File: config.mk
export PLATFORM = sky130hd
export DESIGN_NAME = pipe_hazard_ctrl
export DESIGN_NICKNAME = d
export VERILOG_FILES = /design/src/rtl/riscv_pipe_pkg.sv /design/src/rtl/hazard_detect.sv /design/src/rtl/pipe_hazard_ctrl.sv
export SDC_FILE = /design/constraint.sdc
export NUM_CORES = 1
export LEC_CHECK = 0
export CAP_MARGIN = 20
export CORE_AREA = 4 4 125 79
export CTS_CLUSTER_DIAMETER = 30
export DETAILED_ROUTE_END_ITERATION = 6
export DIE_AREA = 0 0 129 83
export SYNTH_ARGS = -nofsm -noshare
export SYNTH_HDL_FRONTEND = slang
export SYNTH_HIERARCHICAL = 1
export SYNTH_SLANG_ARGS = --single-unit
File: constraint.sdc
create_clock -name clk -period 2.4 [get_ports clk]
set_clock_uncertainty 0.05 [all_clocks]
set_input_delay 0.48 -clock clk [delete_from_list [all_inputs] [get_ports clk]]
set_output_delay 0.48 -clock clk [all_outputs]
set_load 0.05 [all_outputs]
File: src/rtl/riscv_pipe_pkg.sv
// riscv_pipe_pkg: shared pipeline types, states and control presets for hazard handling
package riscv_pipe_pkg;
  typedef enum logic [1:0] {RUN = 2'd0, MEMWAIT = 2'd1, ERR = 2'd2} state_e;
  localparam logic [4:0] REG_ZERO = 5'd0;
  typedef struct packed {
    logic pc_en;
    logic ifid_en;
    logic ifid_flush;
    logic idex_en;
    logic idex_flush;
    logic exdm_en;
    logic dmwb_bubble;
  } pipe_ctrl_t;
  localparam pipe_ctrl_t CTRL_NORMAL  = pipe_ctrl_t'(7'b1101010);
  localparam pipe_ctrl_t CTRL_HOLD    = pipe_ctrl_t'(7'b0000001);
  localparam pipe_ctrl_t CTRL_FLUSH   = pipe_ctrl_t'(7'b1111110);
  localparam pipe_ctrl_t CTRL_LOADUSE = pipe_ctrl_t'(7'b0001110);
endpackage

File: src/rtl/hazard_detect.sv
// hazard_detect: load-use comparator between the EX load destination and ID sources
module hazard_detect
  import riscv_pipe_pkg::*;
(
  input  logic       rs1Used_id,
  input  logic       rs2Used_id,
  input  logic [4:0] rs1Addr_id,
  input  logic [4:0] rs2Addr_id,
  input  logic       MemRead_ex,
  input  logic [4:0] rdAddr_ex,
  output logic       loaduse
);
  // a load writing x0 never creates a dependency
  always_comb
    loaduse = MemRead_ex && rdAddr_ex != REG_ZERO &&
              ((rs1Used_id && rs1Addr_id == rdAddr_ex) || (rs2Used_id && rs2Addr_id == rdAddr_ex));
endmodule

File: src/rtl/pipe_hazard_ctrl.sv
// pipe_hazard_ctrl: stall/flush sequencer with memory-wait timeout and stall-cycle counter
module pipe_hazard_ctrl
  import riscv_pipe_pkg::*;
#(
  parameter int TIMEOUT = 16,
  parameter int CNT_W   = 32
) (
  input  logic             clk,
  input  logic             rst_n,
  input  logic [4:0]       rs1Addr_id,
  input  logic [4:0]       rs2Addr_id,
  input  logic             rs1Used_id,
  input  logic             rs2Used_id,
  input  logic             MemRead_ex,
  input  logic [4:0]       rdAddr_ex,
  input  logic             BranchTaken_ex,
  input  logic             MemAccess_mem,
  input  logic             MemReady,
  output logic             PC_en,
  output logic             IFID_en,
  output logic             IFID_flush,
  output logic             IDEX_en,
  output logic             IDEX_flush,
  output logic             EXDM_en,
  output logic             DMWB_bubble,
  output logic             mem_err,
  output logic [CNT_W-1:0] stall_cnt
);
  localparam int WW = $clog2(TIMEOUT) + 1;
  state_e           r_state;
  logic [WW-1:0]    r_wait_cnt;
  logic [CNT_W-1:0] r_stall_cnt;
  logic             w_loaduse;
  logic             w_memstall;
  pipe_ctrl_t       w_ctrl;

  hazard_detect u_hazard_detect (
    .rs1Used_id (rs1Used_id),
    .rs2Used_id (rs2Used_id),
    .rs1Addr_id (rs1Addr_id),
    .rs2Addr_id (rs2Addr_id),
    .MemRead_ex (MemRead_ex),
    .rdAddr_ex  (rdAddr_ex),
    .loaduse    (w_loaduse)
  );

  assign w_memstall = MemAccess_mem & ~MemReady;

  // priority mux: a memory wait freezes everything, a taken branch flushes the dependent op
  always_comb
    w_ctrl = !rst_n ? CTRL_NORMAL :
             (r_state == ERR || w_memstall) ? CTRL_HOLD :
             BranchTaken_ex ? CTRL_FLUSH :
             w_loaduse ? CTRL_LOADUSE : CTRL_NORMAL;

  // state sequencing, wait-cycle timeout and stall-cycle accounting
  always_ff @(posedge clk) begin
    if (!rst_n) begin
      r_state     <= RUN;
      r_wait_cnt  <= '0;
      r_stall_cnt <= '0;
    end else begin
      if (!w_ctrl.pc_en) r_stall_cnt <= r_stall_cnt + CNT_W'(1);
      case (r_state)
        RUN: if (w_memstall) begin
          r_state    <= MEMWAIT;
          r_wait_cnt <= WW'(1);
        end
        MEMWAIT: if (!w_memstall) begin
          r_state    <= RUN;
          r_wait_cnt <= '0;
        end else if (r_wait_cnt == WW'(TIMEOUT - 1)) r_state <= ERR;
        else r_wait_cnt <= r_wait_cnt + WW'(1);
        default: r_state <= ERR;
      endcase
    end
  end

  assign {PC_en, IFID_en, IFID_flush, IDEX_en, IDEX_flush, EXDM_en, DMWB_bubble} = w_ctrl;
  assign mem_err   = r_state == ERR;
  assign stall_cnt = r_stall_cnt;
endmodule

Word level (Yosys, flattened, before mapping)
Index checks and enable logic that the tools add are counted.
{"block": "classes", "eq_ne": 8, "addsub": 2, "reduce_logical": 11, "muxes": 12, "bitwise": 2}
{"op": "32-bit by 1-bit adder with 32-bit output, second input constant", "count": 1}
{"op": "7-bit two-way mux", "count": 4}
{"op": "5-bit two-way mux", "count": 3}
{"op": "5-bit equality test", "count": 2}
{"op": "5-bit case mux with 2 select lines", "count": 1}
{"op": "2-bit two-way mux", "count": 3}
{"op": "3-bit != test, second input constant", "count": 2}
{"op": "5-bit by 1-bit adder with 5-bit output, second input constant", "count": 1}
{"op": "5-bit by 4-bit equality test with 1-bit output, second input constant", "count": 1}
{"op": "5-bit nonzero test", "count": 1}
{"op": "1-bit logical AND", "count": 4}
{"op": "2-bit case mux with 2 select lines", "count": 1}
{"op": "3-bit AND reduction", "count": 1}
{"op": "2-bit by 1-bit equality test with 1-bit output, second input constant", "count": 1}
{"op": "2-bit equality test, second input constant", "count": 1}
{"op": "2-bit zero test", "count": 1}
{"op": "1-bit logical OR", "count": 2}
{"op": "2-bit != test, second input constant", "count": 1}
{"op": "2-bit AND reduction", "count": 1}
{"op": "2-bit nonzero test", "count": 1}
{"op": "1-bit bitwise AND", "count": 1}
{"op": "1-bit inverter", "count": 1}
{"block": "word_totals", "out_inout_bits": 40, "in_bits": 23, "register_bits": 39, "word_cells": 38}

Logic depth before layout (Yosys ltp)
Gate-level depths: netlist of run 1.
{"block": "logic_depth", "depth_word": 8, "depth_mapped": 9, "depth_no_buf": 8}

Modules after synthesis
Netlist of run 1, hierarchy kept.
{"module": "pipe_hazard_ctrl", "seq_area_each_um2": 780.7, "cells_per_inst": 250, "area_per_inst_um2": 2097.0, "instances": 1}
{"module": "hazard_detect", "seq_area_each_um2": 0.0, "cells_per_inst": 17, "area_per_inst_um2": 133.9, "instances": 1}

Worst setup path before layout of run 1
No wires, ideal clock.
{"block": "synth_path", "path_kind": "input to output", "from": "input port rst_n", "to": "output port IDEX_en", "path_stages": 6, "n_path_buf": 3, "required_ps": 1870, "arrival_time_ps": 2550, "slack_ps": -680, "path_cell_list": "clkbuf_1 > inv_1 > clkbuf_1 > nor2_1 > inv_1 > buf_4"}
{"block": "synth_between", "elab_chain_len": 1}
{"item": "start: declaration", "line": "pipe_hazard_ctrl.sv:9", "source": "input logic rst_n,"}
{"item": "7-bit two-way mux", "line": "pipe_hazard_ctrl.sv:51", "source": "w_ctrl = !rst_n ? CTRL_NORMAL :"}
{"item": "end: declaration", "line": "pipe_hazard_ctrl.sv:22", "source": "output logic IDEX_en,"}
No other way between the ends.

Final worst setup path of run 1
{"block": "layout_path", "from": "input port rdAddr_ex[4]", "to": "output port PC_en"}
{"block": "layout_between", "elab_chain_len": 8, "word_cells_on_any_way": 12, "cone_classes": "eq/ne: 2; mux: 4; reduce/logical: 6"}
{"item": "start: declaration", "line": "pipe_hazard_ctrl.sv:15", "source": "input logic [4:0] rdAddr_ex,"}
{"item": "5-bit equality test", "line": "hazard_detect.sv:16", "source": "((rs1Used_id && rs1Addr_id == rdAddr_ex) || (rs2Used_id && rs2Addr_id == rdAddr_ex));"}
{"item": "1-bit logical AND", "line": "hazard_detect.sv:16"}
{"item": "1-bit logical OR", "line": "hazard_detect.sv:16"}
{"item": "1-bit logical AND (*)", "line": "hazard_detect.sv:15", "source": "loaduse = MemRead_ex && rdAddr_ex != REG_ZERO &&"}
{"item": "via w_loaduse", "line": "pipe_hazard_ctrl.sv:33", "source": "logic w_loaduse;"}
{"item": "7-bit two-way mux (*)", "line": "pipe_hazard_ctrl.sv:54", "source": "w_loaduse ? CTRL_LOADUSE : CTRL_NORMAL;"}
{"item": "7-bit two-way mux (*)", "line": "pipe_hazard_ctrl.sv:53", "source": "BranchTaken_ex ? CTRL_FLUSH :"}
{"item": "7-bit two-way mux (*)", "line": "pipe_hazard_ctrl.sv:52", "source": "(r_state == ERR || w_memstall) ? CTRL_HOLD :"}
{"item": "7-bit two-way mux (*)", "line": "pipe_hazard_ctrl.sv:51"}
{"item": "end: declaration", "line": "pipe_hazard_ctrl.sv:19", "source": "output logic PC_en,"}
Mark *: on every way through the listed nets, which the timed path passes. The rest lies on a longest branch.

==> results of run 1 <==
==> placed cells by master, fill, tap and decap left out, types with 4 or more instances in the layout <==
cell,n
xor2_1,12
or4_1,10
or4_4,10
nand2b_1,9
clkbuf_2,6
o31ai_1,15
and3_1,6
a21oi_2,11
clkbuf_16,5
clkdlybuf4s50_1,39
nor2_1,9
nand3_1,9
a21oi_1,13
or3_1,7
buf_4,27
o21ai_0,10
and4_1,4
dfxtp_1,39
mux2i_1,9
nand2_1,21
inv_1,8
buf_6,9
buf_12,7
nand4_1,9
==> path summary, 6_finish.rpt <==
kind / start / endpoint / slack [ps] / depth (start not counted)
setup / recovery: rdAddr_ex[4] / PC_en / -140 / 11
setup reg to reg: stall_cnt[18] / stall_cnt[31] / 280 / 4
hold reg to reg: r_wait_cnt[4] / r_wait_cnt[4] / 400 / 2
hold / removal: r_wait_cnt[4] / r_wait_cnt[4] / 400 / 2
==> worst register-to-register path: stages, from the launching register on <==
cell	delay (ps)
dfxtp_1	450
nand4_1	280
or4_1	600
or4_4	540
a21oi_2	140
==> sequential cells by signal, indices dropped and copies added (netlist names) <==
register    flops
r_state         2
r_wait_cnt      5
stall_cnt      32
==> Yosys cell counts, drive strengths merged <==
master | n | share of area
nor2 | 10 | 0.017
and4 | 4 | 0.016
a22oi | 1 | 0.0034
buf | 7 | 0.021
or4 | 20 | 0.067
nand4b | 1 | 0.0039
mux2i | 9 | 0.040
or3 | 8 | 0.023
nand3 | 9 | 0.020
xnor2 | 3 | 0.012
a22o | 1 | 0.0039
o211ai | 1 | 0.0034
o31ai | 17 | 0.059
o311a | 1 | 0.0045
a2111oi | 1 | 0.0039
a21oi | 24 | 0.054
a31oi | 1 | 0.0028
ha | 3 | 0.017
nor3 | 3 | 0.0067
or4b | 1 | 0.0062
and2 | 3 | 0.0084
nor4b | 3 | 0.012
nor2b | 3 | 0.0084
nor4 | 6 | 0.020
o311ai | 1 | 0.0039
nand2b | 10 | 0.028
xor2 | 12 | 0.047
dfxtp | 39 | 0.35
nand2 | 21 | 0.035
nand4 | 9 | 0.025
o21ai | 11 | 0.025
inv | 8 | 0.013
o2111ai | 1 | 0.0039
and3 | 7 | 0.022
clkbuf | 8 | 0.013
==> through the flow <==
| stage | setup TNS, ps | util |
|---|---|---|
| 2_1_floorplan | -303 | - |
| 3_3_place_gp | -16110 | 0.359 |
| 3_5_place_dp | -17060 | 0.359 |
| 4_1_cts | -2180 | 0.398 |
| 5_1_grt | -2570 | 0.410 |
| 6_report | -1330 | 0.410 |
==> per-layer routing <==
layer	global-route usage	vias to the layer above	part of all wire
li1	-	1194	-
met1	0.186	1161	0.47
met2	0.191	67	0.45
met3	0.0431	11	0.065
met4	0.0257	0	0.014
met5	0	-	0
==> final cells by class <==
type	count	area (sq um)	area share
Tap cell	116	145	0.0400
Multi-Input combinational cell	205	1550	0.428
Sequential cell	39	781	0.215
Timing Repair Buffer	98	963	0.266
Inverter	8	30.0	0.00828
Clock buffer	8	156	0.0431
==> logic make-up (layout without fill, tap and decap cells) <==
| kind of cell | Yosys count | in the layout | synth area share |
|---|---|---|---|
| flip-flops | 39 | 39 | 0.350 |
| XOR/XNOR | 15 | 15 | 0.0589 |
| AND/OR/NAND/NOR | 118 | 118 | 0.319 |
| adder cells (fa/ha/maj) | 3 | 3 | 0.0168 |
| buffers and inverters | 23 | 114 | 0.0477 |
| AO/OA/AOI/OAI | 60 | 60 | 0.168 |
| multiplexers | 9 | 9 | 0.0404 |
==> report_power, final <==
part,internal [mW],switching [mW]
clock,0.443,0.260
combinational,0.0868,0.0941
sequential,0.652,0.00612
==> timing repair <==
item / CTS / global route
hold buffers: 0 / 0
gates resized for setup: 53 / 42
setup endpoints to repair: 33 / 36
pin swaps: 24 / 26
buffers inserted: 9 / 5
gates cloned: 3 / 0
==> flow_summary.yaml, run 1 <==
outcome:
  outcome: "finished, violations left"
  violations: "negative setup slack"
die:
  start_util: 0.252
  die_height_um: 83
  die_x_um: 129
  io_pins: 63
  dieArea_sq_um: 10700
  fp.coreArea_sq_um: 8850
  rows: 27
place:
  post-place-cells: 450
  place.port_buffers: 62
  place_ws_ps: -634
  dp_hpwl_um: 5010
  gp_routability_congestion: 0.811
  placed_area_sq_um: 3180
final_layout:
  final_cell_area_sq_um: 3630
  layout-drive-gt1-share: 0.279
  fillers: 857
  diodes: 0
  syn_to_final_growth_pct: 62.5
  num-nets-final: 383
  post_layout_nonfiller_instances: 474
critical_path:
  critical_path_start_type: "input port"
  worstPathArrival_ps: 2010
  cp_num_buf_inv: 4
  critPathCaptureType: "output pin"
  critical-path-top-delay-family: "simple AND/OR/NAND/NOR gates"
  setup.worst_path.class: "input port to output pin"
  path_max_fanout: 3
  crit_required_ps: 1870
  cell_type_with_the_highest_occurrence_count_on_the_critical_path: "buf_6"
  cpPeakStageDelay_ps: 260
  crit_path_top_delay_cell: "nor4_1"
  crit_path_cell_trace: "buf_8 > buf_6 > xor2_1 > nor4_1 > nand3_1 > a21oi_2 > nor2b_4 > buf_6 > nor3_4 > nand2b_4 > buf_12"
clock_tree:
  clk_latency_ps: 280
  tritoncts: "built"
  htree_num_levels: 2
  clock_buffers_created_by_tritoncts: 5
  clock_tree.root_cell: "clkbuf_16"
  clock-sinks: 39
  clock_path_buffers: 2
  worst_setup_hold_path_clk_slew_ps: 60
synthesis:
  syn_area_sq_um: 2230
  register_area_share_after_synthesis: 0.350
  synthesis.instances: 267
  postSynthRegisterBits: 39
  ys_types: 42
  syn-mean-instance-area_sq_um: 8.36
  ys_warn_count: 6
  syn_nets: 293
route:
  detailedRoute.firstIterationViolations: 148
  detail_route.vias_per_cell: 5.13
  drtPass1Iterations: 4
  antenna_violating_nets_post_route: 0
  post-route-drc-count: 0
  totalWireLength_um: 7120
  wire_per_inst_um: 15.0
  detailroute.via_count: 2433
timing:
  maxSlewHeadroom: 0.648
  pin_slew_with_the_least_headroom_to_its_limit_ps: 527
  fmaxAchievable_mhz: 394
  final_min_period_over_clock_period: 1.06
  drv_slew: 0
  hold_slack_ps: 400
  hold_viol: 0
  timing.final.ws_setup_ps: -140
  post-route-min-period_ps: 2540
  finalSetupViolCount: 20
  grt_setup_unrepaired: "true"
min_path:
  min-delay-path-class: "flip-flop to flip-flop"
global_routing:
  grt_first_pass_wirelength_um: 11300
  grt_overflow: 0
  track_usage: 0.130
  number_of_global_route_vias_before_repair: 2203
  largest_net_degree_at_the_start_of_global_routing: 31
  antenna_violations_before_repair: 0
power:
  worst_vdd_rail_ir_drop_mv: 0.233
  power_per_cell_area_nw_per_um2: 425
  total_power_mw: 1.54
  static-leakage-power_nw: 1.27
job:
  maxCapViolations: 0
(Power assumes the default switching activity.)
==> run 2: changes to the inputs <==
==> constraint.sdc (replaced) <==
create_clock -name clk -period 2.4 [get_ports clk]
set_clock_uncertainty 0.05 [all_clocks]
set_input_delay 0.72 -clock clk [delete_from_list [all_inputs] [get_ports clk]]
set_output_delay 0.72 -clock clk [all_outputs]
set_load 0.05 [all_outputs]
==> flow_summary.yaml, run 2 (same netlist as run 1, synthesis figures left out) <==
global_routing:
  largest_net_degree_at_the_start_of_global_routing: 31
  use_met1: 0.187
  use_met2: 0.197
  grt_first_pass_wirelength_um: 11600
  number_of_global_route_vias_before_repair: 2337
  grt_overflow: 0
  grt_most_used_layer: "met2"
  groute.layer.met3.usage: 0.0360
  antenna_violations_before_repair: 0
  track_usage: 0.131
route:
  detailroute.via_count: 2474
  totalWireLength_um: 7400
  detail_route.vias_per_cell: 5.10
  post-route-drc-count: 0
  antenna_violating_nets_post_route: 0
  wire_per_inst_um: 15.3
  drtPass1Iterations: 4
  detailedRoute.firstIterationViolations: 102
critical_path:
  critical_path_depth: 8
  critical_path_start_type: "input port"
  critPathCaptureType: "output pin"
  crit_path_cell_trace: "buf_8 > or4_4 > o21ai_2 > a21oi_2 > nor2b_4 > nor3_4 > nand2b_4 > buf_12"
  crit_required_ps: 1630
  cp_num_buf_inv: 2
  worstPathArrival_ps: 2190
  crit_path_top_delay_cell: "or4_4"
  setup.worst_path.class: "input port to output pin"
  cpPeakStageDelay_ps: 530
  critical-path-top-delay-family: "simple AND/OR/NAND/NOR gates"
  path_max_fanout: 3
  r2r.worst_path.cells: 4
clock_tree:
  clock_buffers_created_by_tritoncts: 5
  tritoncts: "built"
  htree_num_levels: 2
  clk_latency_ps: 280
  clock_tree.root_cell: "clkbuf_16"
  clock_path_buffers: 2
  worst_setup_hold_path_clk_slew_ps: 60
  clock-sinks: 39
min_path:
  hold_path_depth: 2
  min-delay-path-class: "flip-flop to flip-flop"
timing:
  post-route-min-period_ps: 2960
  finalSetupViolCount: 33
  final_min_period_over_clock_period: 1.23
  maxSlewHeadroom: 0.654
  grt_setup_unrepaired: "true"
  pin_slew_with_the_least_headroom_to_its_limit_ps: 517
  drv_slew: 0
  timing.final.ws_setup_ps: -563
  hold_viol: 0
  fmaxAchievable_mhz: 338
  setup_total_negative_slack_ps: -7330
power:
  power_per_cell_area_nw_per_um2: 450
  worst_vdd_rail_ir_drop_mv: 0.433
  p_int_mw: 1.34
  power.share.sequential: 0.384
  swShare: 0.216
  static-leakage-power_nw: 1.48
  clock_power_share: 0.503
  net_switching_component_of_the_power_mw: 0.369
  share_comb_of_total_power: 0.113
place:
  place.port_buffers: 62
  gp_routability_congestion: 0.764
  place_ws_ps: -969
  dp_hpwl_um: 5050
job:
  maxCapViolations: 0
die:
  fp.coreArea_sq_um: 8850
  die_x_um: 129
  die_height_um: 83
  io_pins: 63
  rows: 27
  dieArea_sq_um: 10700
  start_util: 0.252
final_layout:
  syn_to_final_growth_pct: 70.4
  leading_cell_types_in_the_layout_fill_and_taps_excluded: "buf_4 (55), dfxtp_1 (39), nand2_1 (21), clkdlybuf4s50_1 (17), o31ai_1 (13)"
  final_common_cell: "buf_4"
  num-nets-final: 394
  diodes: 0
  max_ffs_per_register: 32
  layout-drive-gt1-share: 0.390
outcome:
  outcome: "finished, violations left"
  violations: "negative setup slack"
run 2: layout make-up:
class / instances / area [sq um]
fill: 874 / 5050
multi-input combinational: 205 / 1660
timing repair buffer: 109 / 988
sequential: 39 / 781
tap: 116 / 145
clock buffer: 6 / 129
clock inverter: 2 / 60.1
inverter: 8 / 33.8
run 2: through the flow:
stage / instances / instance area [sq um] / hold slack [ps] / util / total power, mW
floorplan: 267 / 2320 / 382 / - / 0.763
global placement: 461 / 3220 / 392 / 0.363 / 0.854
detailed placement: 461 / 3220 / 395 / 0.363 / 0.856
CTS: 481 / 3640 / 403 / 0.411 / 1.73
global route: 485 / 3800 / 416 / 0.429 / 1.76
finish: 485 / 3800 / 400 / 0.429 / 1.71
run 2: what timing repair did:
action | 4_1_cts | 5_1_grt
setup buffers | 13 | 6
pin swaps | 20 | 29
hold buffers | 0 | 0
cloned | 1 | 2
setup endpoints to repair | 39 | 38
gates resized for setup | 76 | 65
run 2: worst min-delay path, delay by kind of cell (launching register included):
family | cells | cell delay (ps)
flops | 1 | 310
simple gates | 1 | 50
compound gates | 1 | 50
run 2: routing by layer:
| layer | vias to the layer above | routed length, um |
|---|---|---|
| met5 | - | 0 |
| met4 | 0 | 85 |
| met3 | 10 | 359 |
| met2 | 69 | 3340 |
| met1 | 1182 | 3620 |
| li1 | 1213 | - |
run 2: power by group through the flow:
| stage | Clock [mW] | Sequential, mW | Combinational [mW] |
|---|---|---|---|
| floorplan | 0 | 0.678 | 0.0852 |
| global placement | 0 | 0.671 | 0.183 |
| detailed placement | 0 | 0.671 | 0.185 |
| CTS | 0.875 | 0.656 | 0.198 |
| global route | 0.902 | 0.657 | 0.205 |
| finish | 0.860 | 0.657 | 0.193 |
run 2: final timing paths:
kind / startpoint / endpoint / slack (ps)
worst max-delay path: rdAddr_ex[4] / IFID_en / -560
worst max register to register: stall_cnt[8] / stall_cnt[18] / 270
worst min register to register: r_wait_cnt[4] / r_wait_cnt[4] / 400
worst min-delay path: r_wait_cnt[4] / r_wait_cnt[4] / 400
